## src/rtl/aer_out_decoder.sv

```systemverilog
// aer_out_decoder
// Receiver for the 4-phase AER link from the SNN output layer. Every event
// is synchronized and acknowledged. Spikes are counted per output neuron and
// the inferred class is decided either by an immediate spike-threshold win
// or by an argmax scan once the encoder has finished and the link is quiet.
// INFERENCE_DONE pulses for one cycle when the class is decided.
module aer_out_decoder #(
    parameter int N_NEURONS       = 10,
    parameter int ADDR_BITS       = 8,
    parameter int COUNT_BITS      = 8,
    parameter int SPIKE_THRESHOLD = 32,
    parameter int TIMEOUT_CYCLES  = 1024,
    parameter int CLASS_BITS      = $clog2(N_NEURONS)
) (
    input  logic                  CLK,
    input  logic                  RST,
    input  logic [ADDR_BITS-1:0]  AEROUT_ADDR,
    input  logic                  AEROUT_REQ,
    output logic                  AEROUT_ACK,
    input  logic                  NEW_IMAGE,
    input  logic                  IMAGE_ENCODED,
    output logic                  INFERENCE_DONE,
    output logic [CLASS_BITS-1:0] INFERRED_CLASS,
    output logic [COUNT_BITS-1:0] WINNER_COUNT
);

    localparam int TIMER_BITS = $clog2(TIMEOUT_CYCLES + 1);

    localparam logic [COUNT_BITS-1:0] CNT_MAX  = '1;
    localparam logic [COUNT_BITS-1:0] CNT_THR  = COUNT_BITS'(SPIKE_THRESHOLD);
    localparam logic [TIMER_BITS-1:0] TMO_LAST = TIMER_BITS'(TIMEOUT_CYCLES - 1);
    localparam logic [CLASS_BITS-1:0] IDX_LAST = CLASS_BITS'(N_NEURONS - 1);

    // Handshake FSM states
    localparam logic HS_WAIT_REQ = 1'b0;
    localparam logic HS_WAIT_REL = 1'b1;

    // Inference FSM states
    localparam logic [2:0] S_IDLE   = 3'd0;
    localparam logic [2:0] S_RUN    = 3'd1;
    localparam logic [2:0] S_DRAIN  = 3'd2;
    localparam logic [2:0] S_ARGMAX = 3'd3;
    localparam logic [2:0] S_DONE   = 3'd4;

    // Request synchronizer and handshake
    logic                  r_req_s1;
    logic                  r_req_s2;
    logic                  r_hs_state;
    logic                  r_ack;
    logic                  r_evt_valid;
    logic [ADDR_BITS-1:0]  r_addr;

    // Spike counters and inference state
    logic [COUNT_BITS-1:0] r_cnt [N_NEURONS];
    logic [2:0]            r_state;
    logic [TIMER_BITS-1:0] r_timer;
    logic [CLASS_BITS-1:0] r_idx;
    logic [CLASS_BITS-1:0] r_cand_class;
    logic [COUNT_BITS-1:0] r_cand_cnt;
    logic                  r_done;
    logic [CLASS_BITS-1:0] r_class;
    logic [COUNT_BITS-1:0] r_win_cnt;

    // Combinational helpers
    logic                  w_addr_ok;
    logic [COUNT_BITS-1:0] w_cur_cnt;
    logic [COUNT_BITS-1:0] w_inc_cnt;
    logic [COUNT_BITS-1:0] w_scan_cnt;
    logic                  w_counting;
    logic                  w_count_en;
    logic                  w_thr_hit;
    logic [CLASS_BITS-1:0] w_evt_class;

    // Two-flop synchronizer for the asynchronous request line
    always_ff @(posedge CLK or negedge RST) begin
        if (!RST) begin
            r_req_s1 <= 1'b0;
            r_req_s2 <= 1'b0;
        end else begin
            r_req_s1 <= AEROUT_REQ;
            r_req_s2 <= r_req_s1;
        end
    end

    // 4-phase handshake: acknowledge every request regardless of inference state
    always_ff @(posedge CLK or negedge RST) begin
        if (!RST) begin
            r_hs_state  <= HS_WAIT_REQ;
            r_ack       <= 1'b0;
            r_evt_valid <= 1'b0;
        end else begin
            r_evt_valid <= 1'b0;
            case (r_hs_state)
                HS_WAIT_REQ: begin
                    if (r_req_s2) begin
                        r_ack       <= 1'b1;
                        r_evt_valid <= 1'b1;
                        r_hs_state  <= HS_WAIT_REL;
                    end
                end
                default: begin
                    if (!r_req_s2) begin
                        r_ack      <= 1'b0;
                        r_hs_state <= HS_WAIT_REQ;
                    end
                end
            endcase
        end
    end

    // Address capture; the sender holds it stable while REQ is high
    always_ff @(posedge CLK) begin
        if (r_hs_state == HS_WAIT_REQ && r_req_s2) begin
            r_addr <= AEROUT_ADDR;
        end
    end

    // Decode the event address and form the saturating incremented count
    always_comb begin
        w_addr_ok = 1'b0;
        w_cur_cnt = '0;
        for (int i = 0; i < N_NEURONS; i++) begin
            if (r_addr == ADDR_BITS'(i)) begin
                w_addr_ok = 1'b1;
                w_cur_cnt = r_cnt[i];
            end
        end
        w_inc_cnt   = (w_cur_cnt == CNT_MAX) ? CNT_MAX : w_cur_cnt + COUNT_BITS'(1);
        w_evt_class = CLASS_BITS'(r_addr);
        w_counting  = (r_state == S_RUN) || (r_state == S_DRAIN);
        w_count_en  = r_evt_valid && w_addr_ok && w_counting;
        w_thr_hit   = w_count_en && (w_inc_cnt == CNT_THR);
    end

    // Counter selected by the argmax scan index
    always_comb begin
        w_scan_cnt = '0;
        for (int i = 0; i < N_NEURONS; i++) begin
            if (r_idx == CLASS_BITS'(i)) begin
                w_scan_cnt = r_cnt[i];
            end
        end
    end

    // Per-neuron spike counters; NEW_IMAGE clears them but keeps a coincident event
    always_ff @(posedge CLK or negedge RST) begin
        if (!RST) begin
            for (int i = 0; i < N_NEURONS; i++) begin
                r_cnt[i] <= '0;
            end
        end else if (NEW_IMAGE) begin
            for (int i = 0; i < N_NEURONS; i++) begin
                r_cnt[i] <= (r_evt_valid && r_addr == ADDR_BITS'(i)) ?
                            COUNT_BITS'(1) : '0;
            end
        end else if (w_count_en) begin
            for (int i = 0; i < N_NEURONS; i++) begin
                if (r_addr == ADDR_BITS'(i)) begin
                    r_cnt[i] <= w_inc_cnt;
                end
            end
        end
    end

    // Inference FSM: threshold win, quiet-link timeout, argmax scan, result latch
    always_ff @(posedge CLK or negedge RST) begin
        if (!RST) begin
            r_state      <= S_IDLE;
            r_timer      <= '0;
            r_idx        <= '0;
            r_cand_class <= '0;
            r_cand_cnt   <= '0;
            r_done       <= 1'b0;
            r_class      <= '0;
            r_win_cnt    <= '0;
        end else begin
            r_done <= 1'b0;
            if (NEW_IMAGE) begin
                r_state      <= S_RUN;
                r_timer      <= '0;
                r_idx        <= '0;
                r_cand_class <= '0;
                r_cand_cnt   <= '0;
                r_class      <= '0;
                r_win_cnt    <= '0;
            end else begin
                case (r_state)
                    S_IDLE: begin
                        r_state <= S_IDLE;
                    end
                    S_RUN: begin
                        if (w_thr_hit) begin
                            r_cand_class <= w_evt_class;
                            r_cand_cnt   <= w_inc_cnt;
                            r_state      <= S_DONE;
                        end else if (IMAGE_ENCODED) begin
                            r_timer <= '0;
                            r_state <= S_DRAIN;
                        end
                    end
                    S_DRAIN: begin
                        if (w_thr_hit) begin
                            r_cand_class <= w_evt_class;
                            r_cand_cnt   <= w_inc_cnt;
                            r_state      <= S_DONE;
                        end else if (w_count_en) begin
                            // Any counted spike restarts the quiet-link window
                            r_timer <= '0;
                        end else if (r_timer == TMO_LAST) begin
                            r_idx        <= '0;
                            r_cand_class <= '0;
                            r_cand_cnt   <= '0;
                            r_state      <= S_ARGMAX;
                        end else begin
                            r_timer <= r_timer + TIMER_BITS'(1);
                        end
                    end
                    S_ARGMAX: begin
                        // Strict compare keeps the lowest index on ties and
                        // leaves class 0 / count 0 when nothing spiked
                        if (w_scan_cnt > r_cand_cnt) begin
                            r_cand_class <= r_idx;
                            r_cand_cnt   <= w_scan_cnt;
                        end
                        if (r_idx == IDX_LAST) begin
                            r_state <= S_DONE;
                        end else begin
                            r_idx <= r_idx + CLASS_BITS'(1);
                        end
                    end
                    S_DONE: begin
                        r_done    <= 1'b1;
                        r_class   <= r_cand_class;
                        r_win_cnt <= r_cand_cnt;
                        r_state   <= S_IDLE;
                    end
                    default: begin
                        r_state <= S_IDLE;
                    end
                endcase
            end
        end
    end

    assign AEROUT_ACK     = r_ack;
    assign INFERENCE_DONE = r_done;
    assign INFERRED_CLASS = r_class;
    assign WINNER_COUNT   = r_win_cnt;

endmodule

```

## config.mk

```make
export PLATFORM = sky130hd
export DESIGN_NAME = aer_out_decoder
export DESIGN_NICKNAME = d
export VERILOG_FILES = /design/src/rtl/aer_out_decoder.sv
export SDC_FILE = /design/constraint.sdc
export NUM_CORES = 1
export LEC_CHECK = 0
export CORE_ASPECT_RATIO = 0.8
export CORE_UTILIZATION = 50
export CTS_BUF_LIST = sky130_fd_sc_hd__clkbuf_4
export DETAILED_ROUTE_END_ITERATION = 7
export PLACE_DENSITY = 0.67
export SETUP_SLACK_MARGIN = 0.4
export SLEW_MARGIN = 15
export SYNTH_ARGS = -nofsm -noshare
export SYNTH_HDL_FRONTEND = slang
export SYNTH_SLANG_ARGS = --single-unit
```

## constraint.sdc

```tcl
create_clock -name CLK -period 5.3 [get_ports CLK]
set_clock_uncertainty 0.05 [all_clocks]
set_input_delay 1.06 -clock CLK [delete_from_list [all_inputs] [get_ports CLK]]
set_output_delay 1.06 -clock CLK [all_outputs]
set_load 0.02 [all_outputs]
```

=== Word level (Yosys, flattened, before mapping) ===
Cells that the tools add are included.

* $add $sub $neg: 3
* Multiply operators: 0
* Divide/modulo/power cells: 0
* $lt $le $gt $ge: 1
* Eq/ne operators: 39
* Shifts and indexed selects: 0
* Mux-type cells: 97
* Bitwise operators: 1
* Reduce and logical (&&, ||, !) cells: 48

{| class="wikitable"
|+ Operators with widths
! operator !! count
|-
| 8-bit two-way mux || 39
|-
| 80-bit two-way mux || 2
|-
| 11-bit two-way mux || 6
|-
| 4-bit two-way mux || 11
|-
| 8-bit by 3-bit == test with 1-bit output, second input constant || 4
|-
| 1-bit two-way mux || 27
|-
| 2-bit nonzero test || 13
|-
| 3-bit inequality test, second input constant || 8
|-
| 8-bit case mux with 3 select lines || 1
|-
| 11-bit case mux with 2 select lines || 1
|-
| 2-bit AND reduction || 11
|-
| 3-bit two-way mux || 7
|-
| 4-bit by 3-bit == test with 1-bit output, second input constant || 4
|-
| 8-bit by 2-bit == test with 1-bit output, second input constant || 2
|-
| 8-bit by 4-bit == test with 1-bit output, second input constant || 2
|-
| 5-bit AND reduction || 3
|-
| 1-bit logical AND || 14
|-
| 4-bit inequality test, second input constant || 3
|-
| 4-bit case mux with 3 select lines || 1
|-
| 11-bit by 1-bit adder with 11-bit output, second input constant || 1
|-
| 11-bit by 10-bit == test with 1-bit output, second input constant || 1
|-
| 3-bit case mux with 3 select lines || 1
|-
| 8-bit by 1-bit adder with 8-bit output, second input constant || 1
|-
| 4-bit by 2-bit == test with 1-bit output, second input constant || 2
|-
| 21 further kinds || 24
|}

* Flip-flop bits (word level): 136
* Bits in latches: 0
* RAM bits: 0
* ROM bits: 0
* Bits of input ports: 13
* Output and inout bits: 14
* Logic and storage cells: 213
* Memories: 0

=== Longest topological paths before layout ===
Gate-level depths: netlist of run 1.

* Depth after elaboration: 18
* Mapped depth: 22
* Depth with buffers taken out: 20

=== Worst setup path before layout of run 1 ===
No wires, ideal clock.

* Path type: register to register
* Start point: reg r_idx[0]
* End point: reg r_cand_class[0]
* Setup time: 79 ps
* Arrival: 3679 ps
* Data required time: 5171 ps
* Path slack: 1492 ps
* Cell stages (with the launch flop): 22
* Buffers on the path: 2
* Period minus slack after synthesis: 3808 ps
* Cells stage by stage: dfrtp_1 > inv_1 > ha_1 > clkbuf_1 > clkinv_1 > a311oi_1 > a21o_1 > a222oi_1 > nor3_1 > a211oi_1 > o21ai_0 > ha_1 > nor2b_1 > o21a_1 > o21a_1 > o21ai_0 > a21oi_1 > o21ai_0 > a31oi_1 > o22ai_1 > buf_4 > mux2i_1

* Word-level cells in the longest chain between the ends: 14
* Elaborated cells on any way between the ends: 26
* Those cells by class: 1 x order compare; 10 x eq/ne; 13 x mux; 2 x reduce/logical

{| class="wikitable"
|+ Ends and longest elaborated chain
! element !! RTL line !! text
|-
| from (decl) || 57 || <nowiki>logic [CLASS_BITS-1:0] r_idx;</nowiki>
|-
| from (signal assigned) || 228 || <nowiki>r_idx <= r_idx + CLASS_BITS'(1);</nowiki>
|-
| 4-bit zero test || 139 || <nowiki>if (r_idx == CLASS_BITS'(i)) begin</nowiki>
|-
| 8-bit two-way mux (10 in a row) || 139 ||
|-
| 8-bit > comparator || 221 || <nowiki>if (w_scan_cnt > r_cand_cnt) begin</nowiki>
|-
| 3-bit inequality test (no source line) || n/a ||
|-
| 5-bit AND reduction (no source line) || n/a ||
|-
| to (signal assigned) || 193 || <nowiki>r_cand_class <= w_evt_class;</nowiki>
|-
| to (signal assigned) || 203 || <nowiki>r_cand_class <= w_evt_class;</nowiki>
|-
| to (signal assigned) || 222 || <nowiki>r_cand_class <= r_idx;</nowiki>
|-
| to (decl) || 58 || <nowiki>logic [CLASS_BITS-1:0] r_cand_class;</nowiki>
|}

Parallel ways exist; a longest one is shown, timed or not. The select of a mux whose other input is x is not followed.
A chain may end at the register's enable or synchronous reset.

=== Worst setup path after layout of run 1 ===
* Start point: reg r_idx[1]
* End point: reg r_cand_cnt[2]

* Word-level cells in the longest chain between the ends: 14
* Elaborated cells on any way between the ends: 26
* Those cells by class: 1 x order compare; 10 x eq/ne; 13 x mux; 2 x reduce/logical

{| class="wikitable"
|+ Ends and longest elaborated chain
! element !! RTL line !! text
|-
| 4-bit zero test || 139 ||
|-
| 8-bit two-way mux (9 in a row) || 139 ||
|-
| 8-bit two-way mux * || 139 ||
|-
| 8-bit > comparator / 8-bit two-way mux (equally long branches) || 221 ||
|-
| 3-bit inequality test (no source line) / 8-bit case mux with 3 select lines (equally long branches) || n/a ||
|-
| 5-bit AND reduction (no source line) / 8-bit two-way mux (equally long branches) || n/a ||
|-
| to (signal assigned) || 194 || <nowiki>r_cand_cnt <= w_inc_cnt;</nowiki>
|-
| to (signal assigned) || 204 || <nowiki>r_cand_cnt <= w_inc_cnt;</nowiki>
|-
| to (signal assigned) || 223 || <nowiki>r_cand_cnt <= w_scan_cnt;</nowiki>
|-
| to (decl) || 59 || <nowiki>logic [COUNT_BITS-1:0] r_cand_cnt;</nowiki>
|}

Mark *: on every way between the ends. The rest lies on a longest branch, timed or not. The select of a mux whose other input is x is not followed.

==> results of run 1 <==
==> worst reg2reg max path, cell delays in order (launching register included) <==
cell and delay [ns]:
dfrtp_1 0.47, inv_1 0.11, ha_2 0.34, nand3b_1 0.15
a311oi_1 0.10, a21o_1 0.19, a222oi_1 0.35, nor3_1 0.09
a211oi_1 0.30, o21ai_0 0.16, ha_1 0.31, nor2b_1 0.14
o21a_1 0.17, o21a_1 0.16, o21ai_0 0.18, a21oi_1 0.09
o21ai_0 0.21, a31oi_1 0.20, o22ai_4 0.31, buf_4 0.20
mux2i_1 0.21
==> how the worst max path moves through the flow <==
stage / end / slack (ns) / cells past startpoint
4_1_cts: r_cand_cnt[2]$_DFFE_PN0P_ / 0.47 / 20
6_report: r_cand_cnt[2]$_DFFE_PN0P_ / 0.73 / 20
5_1_grt: r_cand_cnt[2]$_DFFE_PN0P_ / 0.43 / 20
3_3_place_gp: r_cand_cnt[1]$_DFFE_PN0P_ / 0.44 / 20
3_5_place_dp: r_cand_cnt[3]$_DFFE_PN0P_ / 0.24 / 20
2_1_floorplan: r_cand_class[0]$_DFFE_PN0P_ / 1.49 / 21
==> sequential cells by signal, summed over array words and instances, names as in the netlist <==
signal,cells
AEROUT_ACK,1
INFERENCE_DONE,1
INFERRED_CLASS,4
WINNER_COUNT,8
r_addr,8
r_cand_class,4
r_cand_cnt,8
r_cnt,80
r_evt_valid,1
r_hs_state,1
r_idx,4
r_req_s1,1
r_req_s2,1
r_state,3
r_timer,11
==> cell type report <==
class | instances | share of cell area
Multi-Input combinational cell | 651 | 0.4773
Sequential cell | 136 | 0.3863
Timing Repair Buffer | 55 | 0.05556
Tap cell | 215 | 0.03017
Clock inverter | 11 | 0.01950
Clock buffer | 20 | 0.01684
Inverter | 33 | 0.01431
==> layer usage <==
metal,track usage,routed length (µm),up-vias
met2,0.4766,11040,356
met3,0.08017,2324,51
met5,0,0,-
li1,-,-,3269
met1,0.4675,11570,3616
met4,0.1123,647,0
==> synth_stat cells, types with 15 or more instances <==
master	count
a211oi_1	43
a21oi_1	30
a31oi_1	19
clkbuf_1	51
dfrtp_1	128
ha_1	15
inv_1	31
mux2i_1	52
nand2_1	82
nand3_1	16
nor2_1	120
nor2b_1	20
o21ai_0	48
==> layout by cell type (no fill, tap or decap), types with 9 or more instances in the layout <==
cell             Yosys  final
clkdlybuf4s50_1      0     24
dfrtp_1            128    127
ha_1                15     13
clkbuf_4             0     20
a22o_1              13     13
nand3_1             16     16
nand2_1             82     82
a311oi_1            10     10
nor2b_1             20     20
and2_1              10     10
inv_1               31     31
nor3_1               9      9
buf_4                3     28
a211oi_1            43     43
a21oi_1             30     30
a31oi_1             19     19
o22ai_1             12     11
nor2_1             120    120
mux2i_1             52     52
o21ai_0             48     48
and3_1               9      9
nand3b_1             9      9
==> repair_timing <==
action / in CTS / in global routing
endpoints found under the setup margin: 6 / 11
pin swaps: 0 / 1
gates resized for setup: 1 / 5
buffers inserted: 0 / 2
==> per-stage QoR <==
stage | util | cell area [µm²]
finish | 0.5644 | 8917
global placement | 0.5414 | 8554
floorplan | - | 8117
global route | 0.5644 | 8917
CTS | 0.5623 | 8885
detailed placement | 0.5414 | 8554
==> kinds of logic after synthesis <==
logic type	after synthesis
adders and majority gates	15
AOI/OAI and AO/OA	256
muxes	60
and+or+nand+nor	316
buffers and inverters	104
xor gates and xnor gates	4
DFF	136
==> where the power goes <==
group          switching, mW  internal (mW)  total (mW)
sequential            0.0527           1.08        1.13
clock                  0.402          0.389       0.791
combinational          0.293          0.188       0.481
total                  0.747           1.66        2.40
==> summary.md, run 1 <==
| Metric | Value |
|---|---|
| Layout cell share with drive strength beyond 1 | 0.1049 |
| CP dominant cell by count | o21ai_0 |
| Slowest CP cell | dfrtp_1 |
| FFs w/ async S/R, synth | 0.9412 |
| Syn. warnings | 0 |
| Final WS setup | 0.7282 ns |
| Largest family of logic cells by synthesized area | compound AO/OA/AOI/OAI gates |
| Worst path bufs/invs | 2 |
| PwrDens | 269.5 nW/µm² |
| Prevailing post-synth register cell | dfrtp_1 |
| Final setup violation count | 0 |
| Status | complete, no violations |
| Hold Path Depth | 0 |
| Drt drc | 0 |
| Multi-input gate area | 4257 µm² |
| CP startpoint kind | flip-flop |
| Worst R2R End | r_cand_cnt[2]$_DFFE_PN0P_ |
| Routability cong. | 0.9644 |
| CP delay by family, top | compound AO/OA/AOI/OAI gates |
| Critical R2R Launch | r_idx[1]$_DFFE_PN0P_ |
| Max-slew violations | 0 |
| Syn Inst Count | 891 |
| Max frequency | 0.2187 GHz |
| Final TNS setup | 0 ns |
| Relative slew slack | 0.2453 |
| Routed via count | 7292 |
| Adder-Cell Fraction of Synth Area | 0.02312 |
| Worst path cell trace | inv_1, ha_2, nand3b_1, a311oi_1, a21o_1, a222oi_1, nor3_1, a211oi_1, o21ai_0, ha_1, nor2b_1, o21a_1, o21a_1, o21ai_0, a21oi_1, o21ai_0, a31oi_1, o22ai_4, buf_4, mux2i_1 |
| Synth top area share | 0.3946 |
| Iter 0 DRT Violations | 897 |
| Place WS | 0.2400 ns |
| Maximum Capacitance Violations | 0 |
| Worst slew pin tran | 1.132 ns |
| 1st-pass router iterations | 7 |
| Post-synth top area cell | dfrtp_1 |
| Routed Antenna Nets | 0 |
| EDFF count, synth | 8 |
| Leakage | 3.712 nW |
| Worst skew pair latency | 0.56 ns |
| DPL Wire Length | 18620 µm |
| Hold-fix buffers, CTS | 0 |
| Port buffer count | 26 |
| Initial Utilization | 0.5137 |
| CTS tree | built |
| Syn avg cell area | 9.109 µm² |
| Layout Cells excl Fill | 1121 |
| Compound-Gate Fraction of Synth Area | 0.2249 |
| Synth Area in Simple Gates | 0.1890 |
| # fillers | 1481 |
| Mapped Nets | 919 |
| TritonCTS Buffers | 17 |
| Vias in the first global route | 6780 |
| Period utilization | 0.8626 |
| Top cells by area, synth | dfrtp_1, mux2i_1, nor2_1 |
| Clock sinks | 136 |
| Die height | 116.0 µm |
| WS Path Type | reg -> reg |
| Crit end category | flip-flop |
| Wire length per cell | 22.82 µm |
| Worst Setup SP | r_idx[1]$_DFFE_PN0P_ |
| Delay of the slowest critical-path stage | 0.47 ns |
| Total grt overflow | 0 |
| Initial antenna violation count | 0 |
| Ports | 27 |
| Clock-pin slew on the worst setup and hold paths | 0.13 ns |
| Final WL | 25580 µm |
| CTS Buffer Depth | 2 |
| End of the worst hold path | r_req_s2$_DFF_PN0_ |
| Die width | 144.4 µm |
| Period minus WS final | 4.572 ns |
| Hold Fails Final Rpt | 0 |
| Clock root cell | clkbuf_4 |
| Largest net degree at the start of global routing | 71 |
| Hold Startpoint | r_req_s1$_DFF_PN0_ |
| Die area | 16750 µm² |
| Synthesized cell area | 8117 µm² |
| H-tree depth | 4 |
| Tot GR Track Use | 0.3253 |
| Worst-path maximum fanout | 15 |
| Hold Path Class | reg -> reg |
| #FFs+latches synth | 136 |
| Post-synthesis mux area share | 0.08078 |
| Vias per inst | 6.505 |
| Worst VDD drop | 237.8 µV |
| WP data required | 5.72 ns |
| Layout Nets | 922 |
| First-pass GRT wire length | 39540 µm |
| WP data arrival | 4.99 ns |
| Syn-to-layout area delta | 9.866% |
| Post-synth cell types | 79 |
| Final Power | 2.403 mW |
| RSZ-0062 raised after global routing | no |
| Placed Instances | 1088 |
| Worst hold margin | 0.3169 ns |
| Post-Synth XOR/XNOR Area | 0.004316 |
| R2R Setup Slk | 0.73 ns |
| Core box area | 15800 µm² |
| Sequential area share after synthesis | 0.4242 |
| R2R depth | 20 |
| # diodes | 0 |
| Reg area | 3445 µm² |
| # rows | 41 |
(Power assumes the default switching activity.)
==> run 2: changes to the inputs <==
- CTS_BUF_LIST: sky130_fd_sc_hd__clkbuf_4 -> not set
==> summary.md, run 2 (synthesized netlist as in run 1, its figures left out) <==
| Metric | Value |
|---|---|
| Status | complete, no violations |
| Period minus WS final | 4.605 ns (+0.03308 ns) |
| DPL Wire Length | 18620 µm (unchanged) |
| Die area | 16750 µm² (unchanged) |
| WP data required | 5.56 ns (-0.16 ns) |
| Relative slew slack | 0.2088 (-0.03642) |
| Crit end category | flip-flop |
| RSZ-0062 raised after global routing | no |
| Initial Utilization | 0.5137 (unchanged) |
| Psw | 0.8177 mW (+9.4%) |
| R2R Setup Slk | 0.70 ns (-0.03 ns) |
| Layout cell share with drive strength beyond 1 | 0.1034 (-0.001446) |
| Tot GR Track Use | 0.3286 (+0.003311) |
| Period utilization | 0.8688 (+0.006241) |
| # diodes | 0 (unchanged) |
| Routed via count | 7379 (+1.2%) |
| Max reg flops | 80 (unchanged) |
| Worst R2R End | r_state[0]$_DFFE_PN0P_ |
| Routed Antenna Nets | 0 (unchanged) |
| Max frequency | 0.2172 GHz (-0.72%) |
| PwrDens | 311.7 nW/µm² (+16%) |
| Largest net degree at the start of global routing | 71 (unchanged) |
| Clk pwr share | 0.437 (+0.108) |
| 1st-pass router iterations | 7 (unchanged) |
| Ports | 27 (unchanged) |
| CP delay by family, top | simple AND/OR/NAND/NOR gates |
| Slowest CP cell | nor4b_1 |
| Worst skew pair latency | 0.43 ns (-0.13 ns) |
| # fillers | 1435 (-3.1%) |
| Maximum Capacitance Violations | 0 (unchanged) |
| CTS Buffer Depth | 2 (unchanged) |
| Drt drc | 0 (unchanged) |
| Most frequent cells in the layout | dfrtp_1, nor2_1, nand2_1, mux2i_1, o21ai_0 |
| Worst-path maximum fanout | 22 (+7) |
| Wire length per cell | 23.13 µm (+1.4%) |
| Cell area after layout | 9225 µm² (+3.5%) |
| Biggest register | r_cnt |
| Die width | 144.4 µm (unchanged) |
| Clock-pin slew on the worst setup and hold paths | 0.06 ns (-0.07 ns) |
| Placed instance area | 8554 µm² (unchanged) |
| Vias per inst | 6.565 (+0.92%) |
| R2R depth | 13 (-35%) |
| Clock root cell | clkbuf_16 |
| CP endpoint | r_state[0]$_DFFE_PN0P_ |
| Max-slew violations | 0 (unchanged) |
| Hold Path Class | reg -> reg |
| Worst VDD drop | 198.2 µV (-17%) |
| WS Path Type | reg -> reg |
| Reg power frac | 0.394 (-0.077) |
| Worst path cell trace | nor4b_1, a32o_1, a32oi_1, inv_2, ha_1, nand2_1, a211o_1, nor4_1, a221oi_1, nor4_4, buf_4, o22ai_1, a221o_1 |
| Initial antenna violation count | 0 (unchanged) |
| Delay of the slowest critical-path stage | 0.92 ns (+0.45 ns) |
| Worst path bufs/invs | 2 (unchanged) |
| Port buffer count | 26 (unchanged) |
| H-tree depth | 4 (unchanged) |
| CP startpoint kind | flip-flop |
| Hold Startpoint | r_req_s1$_DFF_PN0_ |
| Final TNS setup | 0 ns (unchanged) |
| Iter 0 DRT Violations | 887 (-1.1%) |
| Final setup violation count | 0 (unchanged) |
| WP data arrival | 4.86 ns (-0.13 ns) |
| Switching share of total power | 0.2844 (-0.02653) |
| Clock sinks | 136 (unchanged) |
| Syn-to-layout area delta | 13.66% |
| Regs by FF count | r_cnt: 80 flops, r_timer: 11 flops |
| Hold-fix buffers, CTS | 0 (unchanged) |
| CP Depth | 13 (-35%) |
| Core box area | 15800 µm² (unchanged) |
| Final WL | 26000 µm (+1.6%) |
| Combinational fraction of design power | 0.169 (-0.031) |
| Leakage | 3.847 nW (+3.6%) |
| Critical R2R Launch | r_addr[0]$_DFFE_PP_ |
| Internal power | 2.057 mW (+24%) |
| Most common cell after layout, fill and taps aside | dfrtp_1 |
| Vias in the first global route | 6774 (-0.088%) |
| Worst Setup SP | r_addr[0]$_DFFE_PP_ |
| First-pass GRT wire length | 39900 µm (+0.92%) |
| CTS tree | built |
| Die height | 116.0 µm (unchanged) |
| TritonCTS Buffers | 17 (unchanged) |
| Layout Nets | 925 (+0.33%) |
| # rows | 41 (unchanged) |
| Hold Fails Final Rpt | 0 (unchanged) |
| Worst slew pin tran | 1.187 ns (+0.05462 ns) |
| Total grt overflow | 0 (unchanged) |
| Routability cong. | 0.9644 (unchanged) |
## run 2: what timing repair did
item | 4_1_cts | 5_1_grt
endpoints found under the setup margin | 6 | 11
resized for setup | 1 | 4
setup buffers | 0 | 5
pin swaps | 0 | 1
## run 2: layout make-up
type | instances | area, µm² | area share
sequential | 136 | 3443 | 0.3733
multi-input combinational | 651 | 4257 | 0.4614
inverter | 33 | 127.6 | 0.01383
tap | 215 | 269.0 | 0.02916
clock buffer | 20 | 436.7 | 0.04733
timing repair buffer | 58 | 518.0 | 0.05615
clock inverter | 11 | 173.9 | 0.01885
## run 2: stage by stage
step	power [mW]	worst slack, ns	std cells	hold slack (ns)	util
after floorplan	1.451	1.492	891	0.2812	-
after global placement	1.581	0.4389	1088	0.2907	0.5414
after detailed placement	1.597	0.2400	1088	0.2905	0.5414
after CTS	2.850	0.4935	1119	0.3045	0.5805
after global routing	2.977	0.4068	1124	0.3170	0.5839
final	2.875	0.6951	1124	0.3017	0.5839
## run 2: worst min-delay path by stage
stage                    endpoint  slack, ns  cells past startpoint
2_1_floorplan  r_req_s2$_DFF_PN0_       0.28                      0
3_3_place_gp   r_req_s2$_DFF_PN0_       0.29                      0
3_5_place_dp   r_req_s2$_DFF_PN0_       0.29                      0
4_1_cts        r_req_s2$_DFF_PN0_       0.30                      0
5_1_grt        r_req_s2$_DFF_PN0_       0.32                      0
6_report       r_req_s2$_DFF_PN0_       0.30                      0
## run 2: power groups by stage
stage                     logic (mW)  clock network [mW]  registers [mW]
after global placement         0.434                   0            1.15
after detailed placement       0.449                   0            1.15
final                          0.485                1.26            1.13
after global routing           0.524                1.32            1.14
after CTS                      0.454                1.27            1.13
after floorplan                0.326                   0            1.12
## run 2: worst register-to-register path: cells and delay by family, from the launching register on
family / cells / cell delay (ns)
simple gates: 4 / 1.61
buf+inv: 2 / 0.37
fa+ha+maj: 1 / 0.30
compound gates: 6 / 1.31
flops: 1 / 0.85
## run 2: per-layer routing
| metal | global-route usage | up-vias | routed length [µm] |
|---|---|---|---|
| met4 | 0.1109 | 0 | 646 |
| met2 | 0.4843 | 407 | 11310 |
| li1 | - | 3264 | - |
| met1 | 0.4737 | 3651 | 11460 |
| met3 | 0.07645 | 57 | 2583 |
| met5 | 0 | - | 0 |
